[config.mk]
export PLATFORM = sky130hd
export DESIGN_NAME = anti_rebond
export DESIGN_NICKNAME = d
export VERILOG_FILES = /design/src/rtl/anti_rebond_pkg.sv /design/src/rtl/anti_rebond_canal.sv /design/src/rtl/anti_rebond.sv
export SDC_FILE = /design/constraint.sdc
export NUM_CORES = 1
export LEC_CHECK = 0
export BUFFER_PORTS_ARGS = -buffer_cell sky130_fd_sc_hd__buf_2
export CAP_MARGIN = 40
export CORE_ASPECT_RATIO = 1.1
export CORE_MARGIN = 2
export CORE_UTILIZATION = 50
export DETAILED_ROUTE_END_ITERATION = 16
export HOLD_SLACK_MARGIN = 0.12
export PLACE_DENSITY_LB_ADDON = 0.2
export SETUP_SLACK_MARGIN = 0.1
export SLEW_MARGIN = 20
export SYNTH_ARGS = -nofsm -noshare
export SYNTH_HDL_FRONTEND = slang
export SYNTH_SLANG_ARGS = --single-unit
[constraint.sdc]
create_clock -name clk -period 6.5 [get_ports clk]
set_clock_uncertainty 0.2 [all_clocks]
set_input_delay 1.3 -clock clk [delete_from_list [all_inputs] [get_ports clk]]
set_output_delay 1.3 -clock clk [all_outputs]
set_load 0.01 [all_outputs]
[src/rtl/anti_rebond_pkg.sv]
// anti_rebond_pkg: shared state encoding and counter sizing for the button debouncer
package anti_rebond_pkg;

   typedef enum logic [1:0] {STABLE_LO, CHECK_HI, STABLE_HI, CHECK_LO} state_t;

   function automatic int cnt_width(input int n);
      return (n < 1) ? 1 : $clog2(n + 1);
   endfunction

endpackage

[src/rtl/anti_rebond_canal.sv]
// anti_rebond_canal: one button channel (2-flop synchronizer, debounce FSM, optional auto-repeat via ANTI_REBOND_REPEAT_EN)
module anti_rebond_canal
   import anti_rebond_pkg::*;
#(
   parameter int STABLE_TICKS  = 10,
   parameter int REPEAT_DELAY  = 500,
   parameter int REPEAT_PERIOD = 100
) (
   input  logic clk,
   input  logic rst,
   input  logic tick,
   input  logic btn,
   output logic level,
   output logic rise,
   output logic fall
);

   localparam int CW = cnt_width(STABLE_TICKS);
   localparam logic [CW-1:0] CNT_LAST = CW'(STABLE_TICKS - 1);

   logic          s1, sync;
   state_t        state, state_d;
   logic [CW-1:0] cnt, cnt_d;
   logic          level_d, rise_d, fall_d, rise_all;

   // two-flop synchronizer for the asynchronous pin
   always_ff @(posedge clk or negedge rst)
      if (!rst) {s1, sync} <= 2'b00;
      else      {s1, sync} <= {btn, s1};

   // state, stable counter and registered outputs
   always_ff @(posedge clk or negedge rst)
      if (!rst) begin
         state <= STABLE_LO;
         cnt   <= '0;
         level <= 1'b0;
         rise  <= 1'b0;
         fall  <= 1'b0;
      end else begin
         state <= state_d;
         cnt   <= cnt_d;
         level <= level_d;
         rise  <= rise_all;
         fall  <= fall_d;
      end

   // debounce FSM: a level is accepted only after STABLE_TICKS consecutive ticks
   always_comb begin
      state_d = state;
      cnt_d   = cnt;
      level_d = level;
      rise_d  = 1'b0;
      fall_d  = 1'b0;
      case (state)
         STABLE_LO:
            if (sync) begin
               state_d = CHECK_HI;
               cnt_d   = '0;
            end
         CHECK_HI:
            if (!sync) state_d = STABLE_LO;
            else if (tick) begin
               if (cnt == CNT_LAST) begin
                  state_d = STABLE_HI;
                  level_d = 1'b1;
                  rise_d  = 1'b1;
               end else cnt_d = cnt + 1'b1;
            end
         STABLE_HI:
            if (!sync) begin
               state_d = CHECK_LO;
               cnt_d   = '0;
            end
         CHECK_LO:
            if (sync) state_d = STABLE_HI;
            else if (tick) begin
               if (cnt == CNT_LAST) begin
                  state_d = STABLE_LO;
                  level_d = 1'b0;
                  fall_d  = 1'b1;
               end else cnt_d = cnt + 1'b1;
            end
         default: state_d = STABLE_LO;
      endcase
   end

`ifdef ANTI_REBOND_REPEAT_EN
   localparam int RW = cnt_width(REPEAT_DELAY);
   localparam logic [RW-1:0] REP_LAST   = RW'(REPEAT_DELAY - 1);
   localparam logic [RW-1:0] REP_RELOAD = RW'(REPEAT_DELAY - REPEAT_PERIOD);

   logic [RW-1:0] rep, rep_d;
   logic          hold, rpt;

   // repeat counter register
   always_ff @(posedge clk or negedge rst)
      if (!rst) rep <= '0;
      else      rep <= rep_d;

   // repeat counter runs only while staying in STABLE_HI; any exit clears it
   always_comb begin
      hold  = (state == STABLE_HI) && (state_d == STABLE_HI);
      rpt   = hold && tick && (rep == REP_LAST);
      rep_d = !hold ? '0 : !tick ? rep : rpt ? REP_RELOAD : rep + 1'b1;
   end

   assign rise_all = rise_d | rpt;
`else
   assign rise_all = rise_d;
`endif

endmodule

[src/rtl/anti_rebond.sv]
// anti_rebond: N_BTN push-button debouncer with shared sample prescaler (auto-repeat via ANTI_REBOND_REPEAT_EN)
module anti_rebond
   import anti_rebond_pkg::*;
#(
   parameter int N_BTN         = 5,
   parameter int TICK_DIV      = 100000,
   parameter int STABLE_TICKS  = 10,
   parameter int REPEAT_DELAY  = 500,
   parameter int REPEAT_PERIOD = 100
) (
   input  logic             clk,
   input  logic             rst,
   input  logic [N_BTN-1:0] btn_in,
   output logic [N_BTN-1:0] btn_level,
   output logic [N_BTN-1:0] btn_rise,
   output logic [N_BTN-1:0] btn_fall
);

   localparam int PW = cnt_width(TICK_DIV - 1);
   localparam logic [PW-1:0] P_LAST = PW'(TICK_DIV - 1);

   logic [PW-1:0] pcnt;
   logic          tick;

   assign tick = (pcnt == P_LAST);

   // sample prescaler shared by all channels, wraps after TICK_DIV cycles
   always_ff @(posedge clk or negedge rst)
      if (!rst) pcnt <= '0;
      else      pcnt <= tick ? '0 : pcnt + 1'b1;

   for (genvar i = 0; i < N_BTN; i++) begin : g_canal
      anti_rebond_canal #(
         .STABLE_TICKS (STABLE_TICKS),
         .REPEAT_DELAY (REPEAT_DELAY),
         .REPEAT_PERIOD(REPEAT_PERIOD)
      ) u_canal (
         .clk  (clk),
         .rst  (rst),
         .tick (tick),
         .btn  (btn_in[i]),
         .level(btn_level[i]),
         .rise (btn_rise[i]),
         .fall (btn_fall[i])
      );
   end

endmodule
### After elaboration in Yosys (flattened, before gate mapping)

Cells that the tools add are included.

* bits in registers: 72
* output and inout port bits: 15
* logic and storage cells: 294

* add/subtract/negate cells: 6
* eq/ne operators: 81
* multiplexer cells: 146
* reductions and logical operators: 25

Operators by type and width (number)
* $mux W4: 30
* $mux W2: 40
* $pmux W4 S4: 5
* $mux W1: 60
* $ne A2 B1 Y1 const B: 20
* $ne A2 B2 Y1 const B: 20
* $pmux W2 S4: 5
* $reduce_and A7 Y1: 5
* $ne A3 B3 Y1 const B: 10
* $reduce_and A6 Y1: 5
* $add A4 B1 Y4 const B: 5
* $eq A2 B2 Y1 const B: 10
* $eq A4 B4 Y1 const B: 5
* $reduce_and A4 Y1: 5
* $add A17 B1 Y17 const B: 1
* $eq A17 B17 Y1 const B: 1
* $mux W17: 1
* $ne A3 B1 Y1 const B: 5
* $ne A3 B2 Y1 const B: 5
* $eq A2 B1 Y1 const B: 5
* $logic_not A2 Y1: 5
* $pmux W1 S2: 5
* $reduce_bool A2 Y1: 5

### Depth between registers and ports, before layout

Gate-level depths: netlist of run 1.

* depth after elaboration: 5
* mapped depth: 7

### Hierarchy

A second synthesis of run 1 with hierarchy kept.

* cells, all modules: 295
* area, all modules: 3331.9 um2

Modules (own cells, without submodules)
* anti_rebond_canal: times used 5, cells each 44, area an instance 506.7 um2
* anti_rebond: times used 1, cells each 75, area an instance 798.3 um2

### Least setup slack after synthesis of run 1

Ideal clock, no wire load.

* kind: reg-to-reg
* start point: register pcnt[0]
* end point: register (tool-made name)
* setup time: 0.125 ns
* data arrival time: 1.722 ns
* setup slack: 4.453 ns
* stages on the path, launching flop included: 7
* buffers on the path: 1
* cells stage by stage: dfrtp_1 > ha_1 > and3b_1 > nand3_2 > clkbuf_1 > nor3_1 > mux2_2

RTL lines
* start, declared: RTL line anti_rebond.sv:22 `logic [PW-1:0] pcnt;`
* start signal, assigned: RTL line anti_rebond.sv:30 `else pcnt <= tick ? '0 : pcnt + 1'b1;`

### Worst setup path after layout of run 1

* start point: register pcnt[11]
* end point: register g_canal[2].u_canal.fall

* cells in the longest elaborated chain, start to end: 4

Ends and longest elaborated chain
* $eq A17 B17 Y1: RTL line anti_rebond.sv:25 `assign tick = (pcnt == P_LAST);`
* $mux W1
* $mux W1: RTL line anti_rebond_canal.sv:75 `if (sync) state_d = STABLE_HI;`
* $mux W1: RTL line anti_rebond_canal.sv:54 `case (state)`
* net g_canal[2].u_canal.fall_d: RTL line anti_rebond_canal.sv:24 `logic level_d, rise_d, fall_d, rise_all;`
* end signal, assigned: RTL line anti_rebond_canal.sv:44 `fall <= fall_d;`
* end, declared: RTL line anti_rebond_canal.sv:15 `output logic fall`

The timed path passes the listed nets, and every way through them passes these cells.
A chain may end at the register's enable or synchronous reset.

==> impl_summary.txt, run 1 <==
----------------------------------------------------
[Status]
  Run status ... finished clean

[Clock tree]
  CTS Buf Count ... 9
  Hold-fix buffers at CTS ... 0
  Latest clock arrival within the worst-skew pair ... approximately 0.35 ns
  Clock tree sinks ... 72
  Maximum count of clock buffers along a single path ... 2
  Post-cts sizing count ... 0
  Maximum level of the CTS H-tree ... 3
  Clock tree from TritonCTS ... yes
  Clock root buffer ... sky130_fd_sc_hd__clkbuf_8
  Clock transition at the registers of the reported paths ... ~0.080 ns
  Buffers inserted during post-CTS setup optimization ... 0

[Die]
  Die extent in y ... ~93 µm
  Num rows ... 32
  CORE AREA ... 6970 µm²
  Initial Utilization ... 0.511
  Total Die Area ... 7810 µm²
  Ports ... 22
  Die boundary width ... around 84 µm

[Power and ir drop]
  Combinational share of power ... 0.028
  Internal power summed over all cells ... 0.000647 W
  Total Power ... 0.000835 W
  Clock power frac ... 0.423
  NetSw ... 0.000188 W
  Lkg Pwr ... between 1.5 and 2 nW
  Sw frac ... 0.225
  Ratio of total power to cell area ... 216 nW/µm²
  Share of total power in sequential cells ... 0.548
  Max IR drop VDD ... ~0.00015 V

[Detailed routing]
  Post-DRT Antenna Nets ... 0
  Routed WL per cell ... between 15 and 20 µm
  Number of DRC markers in iteration 0 ... 147
  Count of vias placed by the detailed router ... 2,556
  Vias per Instance ... 5.93
  Total Routed Length ... 6610 µm
  First-pass detailed-route iteration total ... 6
  DRC violation count after routing ... 0

[Placement]
  IO buf count ... 21
  Global placer's final weighted congestion ... 0.811
  Post-detail-place hpwl ... between 4000 and 5000 µm

[Synth]
  Gate count of the mapped netlist ... 329
  Fraction of the yosys area taken by sequential cells ... 0.506
  EDFF count, synth ... 0
  Count of state elements after synthesis ... 72
  Proportion of register bits with asynchronous set or reset after synthesis ... 1.00
  Commonest register cell after synthesis ... sky130_fd_sc_hd__dfrtp_1
  Syn Area/Cell ... 10.8 µm²
  Total number of yosys warnings ... 0
  Count of distinct cell types in the synthesized netlist ... 45
  Cell area after synthesis ... 3560 µm²
  Synthesized Nets ... 347

[STA]
  Tightest Pin Transition ... 0.737 ns
  Number of setup violations in the final report ... 0
  Fin. Hold Viols ... 0
  Fraction of the cycle the final worst path needs ... 0.441
  Setup TNS ... 0 ns
  Setup repair after global routing missed its margin ... false
  Normalized max-slew margin ... 0.505
  Achievable frequency ... 349 MHz
  Pins over their slew limit ... 0
  Min Tclk post-route ... 2.87 ns

[Critical path]
  Largest delay contributor family on the critical path ... simple AND/OR/NAND/NOR gates
  Critical path arrival ... 2.89 ns
  Flop-to-flop setup slack ... 3.63 ns
  Start of the worst register-to-register path ... pcnt[11]$_DFF_PN0_
  Crit start category ... flop
  Crit-path max FO ... 19
  Reg-to-Reg End ... g_canal[2].u_canal.fall$_DFF_PN0_
  Capturing element type of the critical path ... flop
  Path type of the worst setup path ... flop to flop
  Data required, critical path ... about 6.5 ns
  Max stage delay on crit path ... 0.69 ns
  Cell Chain, Critical Path ... and4bb_2 > and2_1 > nand4_1 > nor4b_1
  Cell at the slowest stage of the critical path ... sky130_fd_sc_hd__nand4_1
  Worst reg-to-reg path cell count ... 4
  Critical path buffers and inverters ... 0

[GRT]
  Number of antenna violations at the first check in global routing ... 0
  Vias in the first global route ... 2,518
  Total track usage ... 0.186
  Aggregate global routing overflow ... 0
  Largest net degree at the start of global routing ... 47
  Global-route wire length before repair ... about 12,000 µm

[Run]
  Count of max-cap constraint violations ... 0

[Cells and area]
  Area delta synth->final ... 8.75%
  Top library cells by usage in the layout, fill and taps aside ... sky130_fd_sc_hd__dfrtp_1, sky130_fd_sc_hd__buf_2, sky130_fd_sc_hd__nor2_1
  Post-layout net count ... around 360
  Most common library cell in the layout ignoring fill and taps ... sky130_fd_sc_hd__dfrtp_1
  Final antenna diode count ... 0
  Fraction of layout instances using a drive strength above 1 ... 0.159

[Min path]
  Source of the worst hold timing path ... g_canal[0].u_canal.s1$_DFF_PN0_
  Hold Crit Depth ... 0
  Path category of the worst min-delay check ... flop to flop
  Hold path endpoint ... g_canal[0].u_canal.sync$_DFF_PN0_

----------------------------------------------------
==> cells in the mapped netlist (8+ instances only) <==
library cell              instances  area [µm²]
sky130_fd_sc_hd__nand2_1         18        67.6
sky130_fd_sc_hd__a31oi_1         11        68.8
sky130_fd_sc_hd__buf_4           15         113
sky130_fd_sc_hd__dfrtp_1         72        1800
sky130_fd_sc_hd__nor3_1          13        65.1
sky130_fd_sc_hd__nor4_1          10        62.6
sky130_fd_sc_hd__xnor2_1         15         131
sky130_fd_sc_hd__and3_1           8        50.1
sky130_fd_sc_hd__ha_1            11         138
sky130_fd_sc_hd__nor4b_1          9        78.8
sky130_fd_sc_hd__inv_1           14        52.6
sky130_fd_sc_hd__nor2_1          20        75.1
sky130_fd_sc_hd__nand3_1         14        70.1
==> sequential cells by signal, indices dropped and copies added, names as in the netlist, named ones only <==
register	cells
g_canal.u_canal.rise	5
pcnt	17
g_canal.u_canal.cnt	20
g_canal.u_canal.fall	5
g_canal.u_canal.sync	5
g_canal.u_canal.s1	5
g_canal.u_canal.level	5
g_canal.u_canal.state	5
==> worst reg2reg max path, delay by kind of cell, from the launching register on <==
kind          cells  cell delay, ns
simple gates      4            2.12
flops             1            0.41
==> layer usage <==
metal	vias up	share of wire	global-route usage
li1	1229	-	-
met1	1284	0.48	0.240
met2	31	0.47	0.300
met3	12	0.030	0.0410
met4	0	0.020	0.0886
met5	-	0	0
==> worst max path at each step <==
stage                       start                               endpoint  cells after the start
3_3_place_gp   pcnt[11]$_DFF_PN0_  g_canal[0].u_canal.cnt[2]$_DFFE_PN0P_                      4
4_1_cts        pcnt[11]$_DFF_PN0_      g_canal[2].u_canal.fall$_DFF_PN0_                      4
6_report       pcnt[11]$_DFF_PN0_      g_canal[2].u_canal.fall$_DFF_PN0_                      4
3_5_place_dp   pcnt[11]$_DFF_PN0_      g_canal[2].u_canal.fall$_DFF_PN0_                      4
5_1_grt         pcnt[8]$_DFF_PN0_      g_canal[2].u_canal.fall$_DFF_PN0_                      4
2_1_floorplan   pcnt[0]$_DFF_PN0_                                   flop                      6
==> cells by family (layout without fill, tap and decap cells) <==
logic type      count (synthesis)  count (layout)  share of synthesized area
flops                          72              72                      0.506
mux                             7               7                     0.0214
xor+xnor                       19              19                     0.0467
compound gates                 60              60                      0.129
fa+ha+maj                      11              11                     0.0387
simple gates                  122             122                      0.201
buf+inv                        38              55                     0.0573
==> power by group through the flow <==
stage	logic [W]	clock network, W	registers, W
3_3_place_gp	0.0000217	0	0.000467
6_report	0.0000235	0.000354	0.000458
3_5_place_dp	0.0000243	0	0.000467
5_1_grt	0.0000274	0.000382	0.000459
2_1_floorplan	0.00000924	0	0.000465
4_1_cts	0.0000244	0.000363	0.000458
==> metrics by stage <==
| step | util | setup WS [ns] | hold slack, ns | std cells | area [µm²] |
|---|---|---|---|---|---|
| 3_5_place_dp | 0.526 | 3.72 | 0.135 | 414 | 3660 |
| 6_report | 0.556 | 3.63 | 0.151 | 431 | 3870 |
| 4_1_cts | 0.554 | 3.69 | 0.153 | 430 | 3860 |
| 3_3_place_gp | 0.521 | 3.70 | 0.132 | 412 | 3630 |
| 5_1_grt | 0.556 | 3.44 | 0.155 | 431 | 3870 |
| 2_1_floorplan | - | 4.45 | 0.131 | 329 | 3560 |
==> cell type report <==
type,instances,area [µm²]
sequential,72,1800
clock buffer,11,141
inverter,14,52.6
timing repair buffer,25,159
fill,635,3090
multi-input combinational,219,1560
clock inverter,5,56.3
tap,85,106
(Power assumes the default switching activity.)
==> inputs of run 2 (changes only) <==
- clock period: 6.5 -> 2.4 ns (I/O delays scaled with it)
==> run 2 against run 1 <==
Clock-buffer cell count is 1 lower. Sequential power grew to 2.7 times the previous value. Final area is 2.8% higher. Die area stayed put. Power grew to 2.7 times the previous value. Clock power grew to 2.6 times the previous value. Combinational power grew to 3.0 times the previous value. Fmax is 32% higher. Critical path type unchanged. Largest cell class unchanged.
==> impl_summary.txt, run 2 (synthesis results as in run 1) <==
----------------------------------------------------
[Run]
  Count of max-cap constraint violations ... 0 (unchanged)

[Detailed routing]
  Post-DRT Antenna Nets ... 0 (unchanged)
  Number of DRC markers in iteration 0 ... 150 (+2.0%)
  First-pass detailed-route iteration total ... 4 (-2)
  Count of vias placed by the detailed router ... 2,557 (+0.039%)
  Total Routed Length ... 6380 µm (-3.5%)
  Routed WL per cell ... 14.5 µm (-5.7%)
  DRC violation count after routing ... 0 (unchanged)
  Vias per Instance ... 5.80 (-2.2%)

[GRT]
  Vias in the first global route ... 2,442 (-3.0%)
  Total track usage ... 0.180 (-0.00614)
  Aggregate global routing overflow ... 0 (unchanged)
  Number of antenna violations at the first check in global routing ... 0 (unchanged)
  Global-route wire length before repair ... 11,200 µm (-2.9%)
  Largest net degree at the start of global routing ... 73 (+55%)

[Cells and area]
  Area delta synth->final ... 11.8%
  Final antenna diode count ... 0 (unchanged)
  Top library cells by usage in the layout, fill and taps aside ... sky130_fd_sc_hd__dfrtp_1, sky130_fd_sc_hd__buf_2, sky130_fd_sc_hd__nor2_1
  Largest registers in the final layout ... g_canal.u_canal.cnt x20, pcnt x17
  Largest reg by FF count ... g_canal.u_canal.cnt
  Max FFs per register ... 20 (unchanged)
  Most common library cell in the layout ignoring fill and taps ... sky130_fd_sc_hd__dfrtp_1
  Fraction of layout instances using a drive strength above 1 ... 0.180 (+0.0208)
  Post-layout net count ... 369 (+2.8%)

[STA]
  Fin. Hold Viols ... 0 (unchanged)
  Achievable frequency ... 459 MHz (+32%)
  Final hold slack ... 0.149 ns (-0.00252 ns)
  Pins over their slew limit ... 0 (unchanged)
  Tightest Pin Transition ... 0.675 ns (-0.0616 ns)
  Fraction of the cycle the final worst path needs ... 0.907 (+0.466)
  Min Tclk post-route ... 2.18 ns (-0.690 ns)
  Normalized max-slew margin ... 0.547 (+0.0413)
  Setup TNS ... 0 ns (unchanged)
  Number of setup violations in the final report ... 0 (unchanged)
  Setup repair after global routing missed its margin ... false

[Critical path]
  Crit start category ... flop
  Critical path arrival ... 2.23 ns (-0.66 ns)
  Crit-path max FO ... 6 (-13)
  Flop-to-flop setup slack ... 0.22 ns (-3.41 ns)
  Capturing element type of the critical path ... flop
  Data required, critical path ... 2.46 ns (-4.06 ns)
  Path type of the worst setup path ... flop to flop

[Power and ir drop]
  Clock power frac ... 0.414 (-0.009)
  Combinational share of power ... 0.031 (+0.003)
  Lkg Pwr ... 1.77 nW (+2.2%)
  NetSw ... 0.000510 W (+170%)
  Ratio of total power to cell area ... 562 nW/µm² (+160%)
  Max IR drop VDD ... 0.000350 V (+140%)
  Share of total power in sequential cells ... 0.555 (+0.007)
  Internal power summed over all cells ... 0.00173 W (+170%)
  Sw frac ... 0.228 (+0.00256)

[Clock tree]
  CTS Buf Count ... 9 (unchanged)
  Maximum level of the CTS H-tree ... 3 (unchanged)
  Clock transition at the registers of the reported paths ... 0.07 ns (about the same)
  Clock tree from TritonCTS ... yes
  Latest clock arrival within the worst-skew pair ... 0.35 ns (about the same)
  Clock root buffer ... sky130_fd_sc_hd__clkbuf_8
  Clock tree sinks ... 72 (unchanged)
  Buffers inserted during post-CTS setup optimization ... 0 (unchanged)
  Maximum count of clock buffers along a single path ... 2 (unchanged)

[Status]
  Run status ... finished clean

[Die]
  Die extent in y ... 92.5 µm (unchanged)
  Ports ... 22 (unchanged)
  Num rows ... 32 (unchanged)
  Initial Utilization ... 0.511 (unchanged)
  Die boundary width ... 84.5 µm (unchanged)
  Total Die Area ... 7810 µm² (unchanged)
  CORE AREA ... 6970 µm² (unchanged)

[Placement]
  Post-detail-place hpwl ... 4100 µm (-5.0%)
  Global placer's final weighted congestion ... 0.771 (-5.0%)
  IO buf count ... 21 (unchanged)

[Min path]
  Path category of the worst min-delay check ... flop to flop

----------------------------------------------------
run 2: through the flow:
step / worst slack, ns / power [W] / utilization / instances / area, µm²
after CTS: 0.176 / 0.00226 / 0.568 / 441 / 3950
after global routing: 0.118 / 0.00232 / 0.571 / 441 / 3980
after global placement: 0.247 / 0.00133 / 0.532 / 419 / 3710
after floorplan: 0.353 / 0.00129 / - / 329 / 3560
after detailed placement: 0.203 / 0.00133 / 0.532 / 419 / 3710
final: 0.224 / 0.00224 / 0.571 / 441 / 3980
run 2: power by group through the flow:
stage          sequential [W]  combinational, W  clock, W
2_1_floorplan         0.00126         0.0000250         0
4_1_cts               0.00124         0.0000719  0.000944
5_1_grt               0.00124         0.0000806   0.00100
3_3_place_gp          0.00126         0.0000628         0
6_report              0.00124         0.0000697  0.000925
3_5_place_dp          0.00126         0.0000643         0
run 2: worst max-delay path: stages, from the launching register on:
cell and delay, ns:
sky130_fd_sc_hd__dfrtp_1 0.40, sky130_fd_sc_hd__ha_1 0.24, sky130_fd_sc_hd__and3b_1 0.26, sky130_fd_sc_hd__nand3_4 0.14, sky130_fd_sc_hd__or4_4 0.56, sky130_fd_sc_hd__a221oi_2 0.28
run 2: path summary, 6_finish.rpt:
path / startpoint / cells after the start / to
max in group asynchronous: rst / 3 / g_canal[4].u_canal.cnt[1]$_DFFE_PN0P_
min in group asynchronous: rst / 3 / g_canal[2].u_canal.level$_DFFE_PN0P_
worst max register to register: pcnt[0]$_DFF_PN0_ / 5 / g_canal[4].u_canal.cnt[0]$_DFFE_PN0P_
worst min register to register: g_canal[4].u_canal.s1$_DFF_PN0_ / 0 / g_canal[4].u_canal.sync$_DFF_PN0_
worst min-delay path: g_canal[4].u_canal.s1$_DFF_PN0_ / 0 / g_canal[4].u_canal.sync$_DFF_PN0_
worst max-delay path: pcnt[0]$_DFF_PN0_ / 5 / g_canal[4].u_canal.cnt[0]$_DFFE_PN0P_
run 2: final cells by class:
cell class,count,area (µm²)
Fill cell,625,2990
Sequential cell,72,1800
Multi-Input combinational cell,219,1580
Timing Repair Buffer,35,250
Clock buffer,10,128
Tap cell,85,106
Clock inverter,6,60.1
Inverter,14,52.6
run 2: repair_timing:
action | CTS | global route
hold buffers | 6 | 0
endpoints found under the setup margin | 0 | 13
hold endpoints to repair | 77 | 0
gates resized for setup | 0 | 6
run 2: per-layer routing:
metal  vias to the layer above  wire length, µm  track usage
met2                        39             2920        0.267
met3                        10              234       0.0472
li1                       1245                -            -
met1                      1263             3130        0.247
met5                         -                0            0
met4                         0               93       0.0847
==> inputs of run 3 (changes only) <==
- RECOVER_POWER: default -> 50
==> run 3 against run 2 <==
Fmax barely moved. Clock-buffer cell count stayed put. Worst hold slack about the same.
==> impl_summary.txt, run 3 (synthesis results as in run 1) <==
----------------------------------------------------
[Die]
  Ports ... 22 (unchanged)
  CORE AREA ... 6970 µm² (unchanged)
  Die boundary width ... 84.5 µm (unchanged)
  Initial Utilization ... 0.511 (unchanged)
  Total Die Area ... 7810 µm² (unchanged)
  Die extent in y ... 92.5 µm (unchanged)
  Num rows ... 32 (unchanged)

[GRT]
  Vias in the first global route ... 2,442 (unchanged)
  Number of antenna violations at the first check in global routing ... 0 (unchanged)
  Aggregate global routing overflow ... 0 (unchanged)
  Largest net degree at the start of global routing ... 73 (unchanged)
  Total track usage ... 0.180 (unchanged)
  Global-route wire length before repair ... 11,200 µm (unchanged)

[Cells and area]
  Max FFs per register ... 20 (unchanged)
  Post-layout net count ... 369 (unchanged)
  Fraction of layout instances using a drive strength above 1 ... 0.180 (unchanged)
  Most common library cell in the layout ignoring fill and taps ... sky130_fd_sc_hd__dfrtp_1
  Top library cells by usage in the layout, fill and taps aside ... sky130_fd_sc_hd__dfrtp_1, sky130_fd_sc_hd__buf_2, sky130_fd_sc_hd__nor2_1
  Final non-filler cell total ... 441 (unchanged)
  Area delta synth->final ... 11.4%
  Number of filler cells placed in the layout ... 627 (+0.32%)
  Largest reg by FF count ... g_canal.u_canal.cnt
  Largest registers in the final layout ... g_canal.u_canal.cnt x20, pcnt x17
  Final antenna diode count ... 0 (unchanged)

[Critical path]
  Crit start category ... flop
  Capturing element type of the critical path ... flop
  Data required, critical path ... 2.46 ns (about the same)
  Critical path arrival ... 2.23 ns (about the same)
  Crit-path max FO ... 6 (unchanged)
  Path type of the worst setup path ... flop to flop

[Placement]
  Placed cell count ... 419 (unchanged)
  IO buf count ... 21 (unchanged)
  Post-detail-place hpwl ... 4100 µm (unchanged)
  Global placer's final weighted congestion ... 0.771 (unchanged)

[STA]
  Achievable frequency ... 459 MHz (about the same)
  Number of setup violations in the final report ... 0 (unchanged)
  Setup TNS ... 0 ns (unchanged)
  Final hold slack ... 0.149 ns (-0.0000570 ns)
  Min Tclk post-route ... 2.18 ns (+0.000180 ns)
  Pins over their slew limit ... 0 (unchanged)
  Setup repair after global routing missed its margin ... false
  Fraction of the cycle the final worst path needs ... 0.907 (about the same)
  Fin. Hold Viols ... 0 (unchanged)
  Normalized max-slew margin ... 0.364 (-0.182)
  Tightest Pin Transition ... 0.953 ns (+0.278 ns)

[Power and ir drop]
  Ratio of total power to cell area ... 563 nW/µm² (+0.18%)
  Max IR drop VDD ... 0.000350 V (about the same)
  Lkg Pwr ... 1.76 nW (-0.27%)

[Detailed routing]
  Number of DRC markers in iteration 0 ... 150 (unchanged)
  Vias per Instance ... 5.80 (about the same)
  Routed WL per cell ... 14.5 µm (about the same)
  Count of vias placed by the detailed router ... 2,558 (+0.039%)
  First-pass detailed-route iteration total ... 4 (unchanged)
  Total Routed Length ... 6380 µm (about the same)
  Post-DRT Antenna Nets ... 0 (unchanged)
  DRC violation count after routing ... 0 (unchanged)

[Status]
  Run status ... finished clean

[Run]
  Count of max-cap constraint violations ... 0 (unchanged)

[Clock tree]
  Buffers inserted during post-CTS setup optimization ... 0 (unchanged)
  Clock transition at the registers of the reported paths ... 0.07 ns (about the same)
  CTS Buf Count ... 9 (unchanged)
  Maximum count of clock buffers along a single path ... 2 (unchanged)
  Maximum level of the CTS H-tree ... 3 (unchanged)
  Clock tree from TritonCTS ... yes
  Clock root buffer ... sky130_fd_sc_hd__clkbuf_8
  Clock tree sinks ... 72 (unchanged)
  Latest clock arrival within the worst-skew pair ... 0.35 ns (about the same)

[Min path]
  Path category of the worst min-delay check ... flop to flop

----------------------------------------------------
## run 3: changes by cell type in the layout (fill, tap and decap cells not counted)
| cell | before | now |
|---|---|---|
| sky130_fd_sc_hd__clkbuf_4 | 0 | 1 |
| sky130_fd_sc_hd__buf_12 | 2 | 1 |
## run 3: area by class of cell
cell class / instances / area [µm²] / share of cell area
timing repair buffer: 35 / 238 / 0.0599
multi-input combinational: 219 / 1580 / 0.399
tap: 85 / 106 / 0.0268
clock inverter: 6 / 60.1 / 0.0151
sequential: 72 / 1800 / 0.454
clock buffer: 10 / 128 / 0.0322
inverter: 14 / 52.6 / 0.0132
## run 3: power breakdown
part | switching, W | internal [W] | total (W) | leakage (nW)
Combinational | 0.0000431 | 0.0000235 | 0.0000666 | 0.714
Clock | 0.000451 | 0.000474 | 0.000925 | 0.0920
Sequential | 0.0000154 | 0.00123 | 0.00124 | 0.957
Total | 0.000509 | 0.00172 | 0.00223 | 1.76
## run 3: timing repair
| action | CTS | global route |
|---|---|---|
| hold buffers | 6 | 0 |
| endpoints found under the hold margin | 77 | 0 |
| resized for setup | 0 | 6 |
| setup endpoints to repair | 0 | 13 |
## run 3: critical path: stages, from the launching register on
cell and delay [ns]:
sky130_fd_sc_hd__dfrtp_1 0.40, sky130_fd_sc_hd__ha_1 0.24, sky130_fd_sc_hd__and3b_1 0.26, sky130_fd_sc_hd__nand3_4 0.14, sky130_fd_sc_hd__or4_4 0.56, sky130_fd_sc_hd__a221oi_2 0.28
## run 3: per-stage QoR
stage / worst slack, ns / util / power [W] / area (µm²)
after floorplan: 0.353 / - / 0.00129 / 3560
after global placement: 0.247 / 0.532 / 0.00133 / 3710
after detailed placement: 0.203 / 0.532 / 0.00133 / 3710
after CTS: 0.176 / 0.568 / 0.00226 / 3950
after global routing: 0.118 / 0.570 / 0.00232 / 3970
final: 0.223 / 0.570 / 0.00223 / 3970
## run 3: final timing paths
path | slack [ns] | startpoint | endpoint | depth (start not counted)
hold / removal | 0.15 | g_canal[4].u_canal.s1$_DFF_PN0_ | g_canal[4].u_canal.sync$_DFF_PN0_ | 0
setup / recovery | 0.22 | pcnt[0]$_DFF_PN0_ | g_canal[4].u_canal.cnt[0]$_DFFE_PN0P_ | 5
hold reg to reg | 0.15 | g_canal[4].u_canal.s1$_DFF_PN0_ | g_canal[4].u_canal.sync$_DFF_PN0_ | 0
min in group asynchronous | 0.73 | rst | g_canal[2].u_canal.level$_DFFE_PN0P_ | 3
setup reg to reg | 0.22 | pcnt[0]$_DFF_PN0_ | g_canal[4].u_canal.cnt[0]$_DFFE_PN0P_ | 5
max in group asynchronous | 0.67 | rst | g_canal[4].u_canal.cnt[1]$_DFFE_PN0P_ | 3
## run 3: layer usage
| layer | part of all wire | GRT usage |
|---|---|---|
| met1 | 0.49 | 0.247 |
| met2 | 0.46 | 0.267 |
| met3 | 0.037 | 0.0472 |
| met4 | 0.015 | 0.0847 |
| met5 | 0 | 0 |
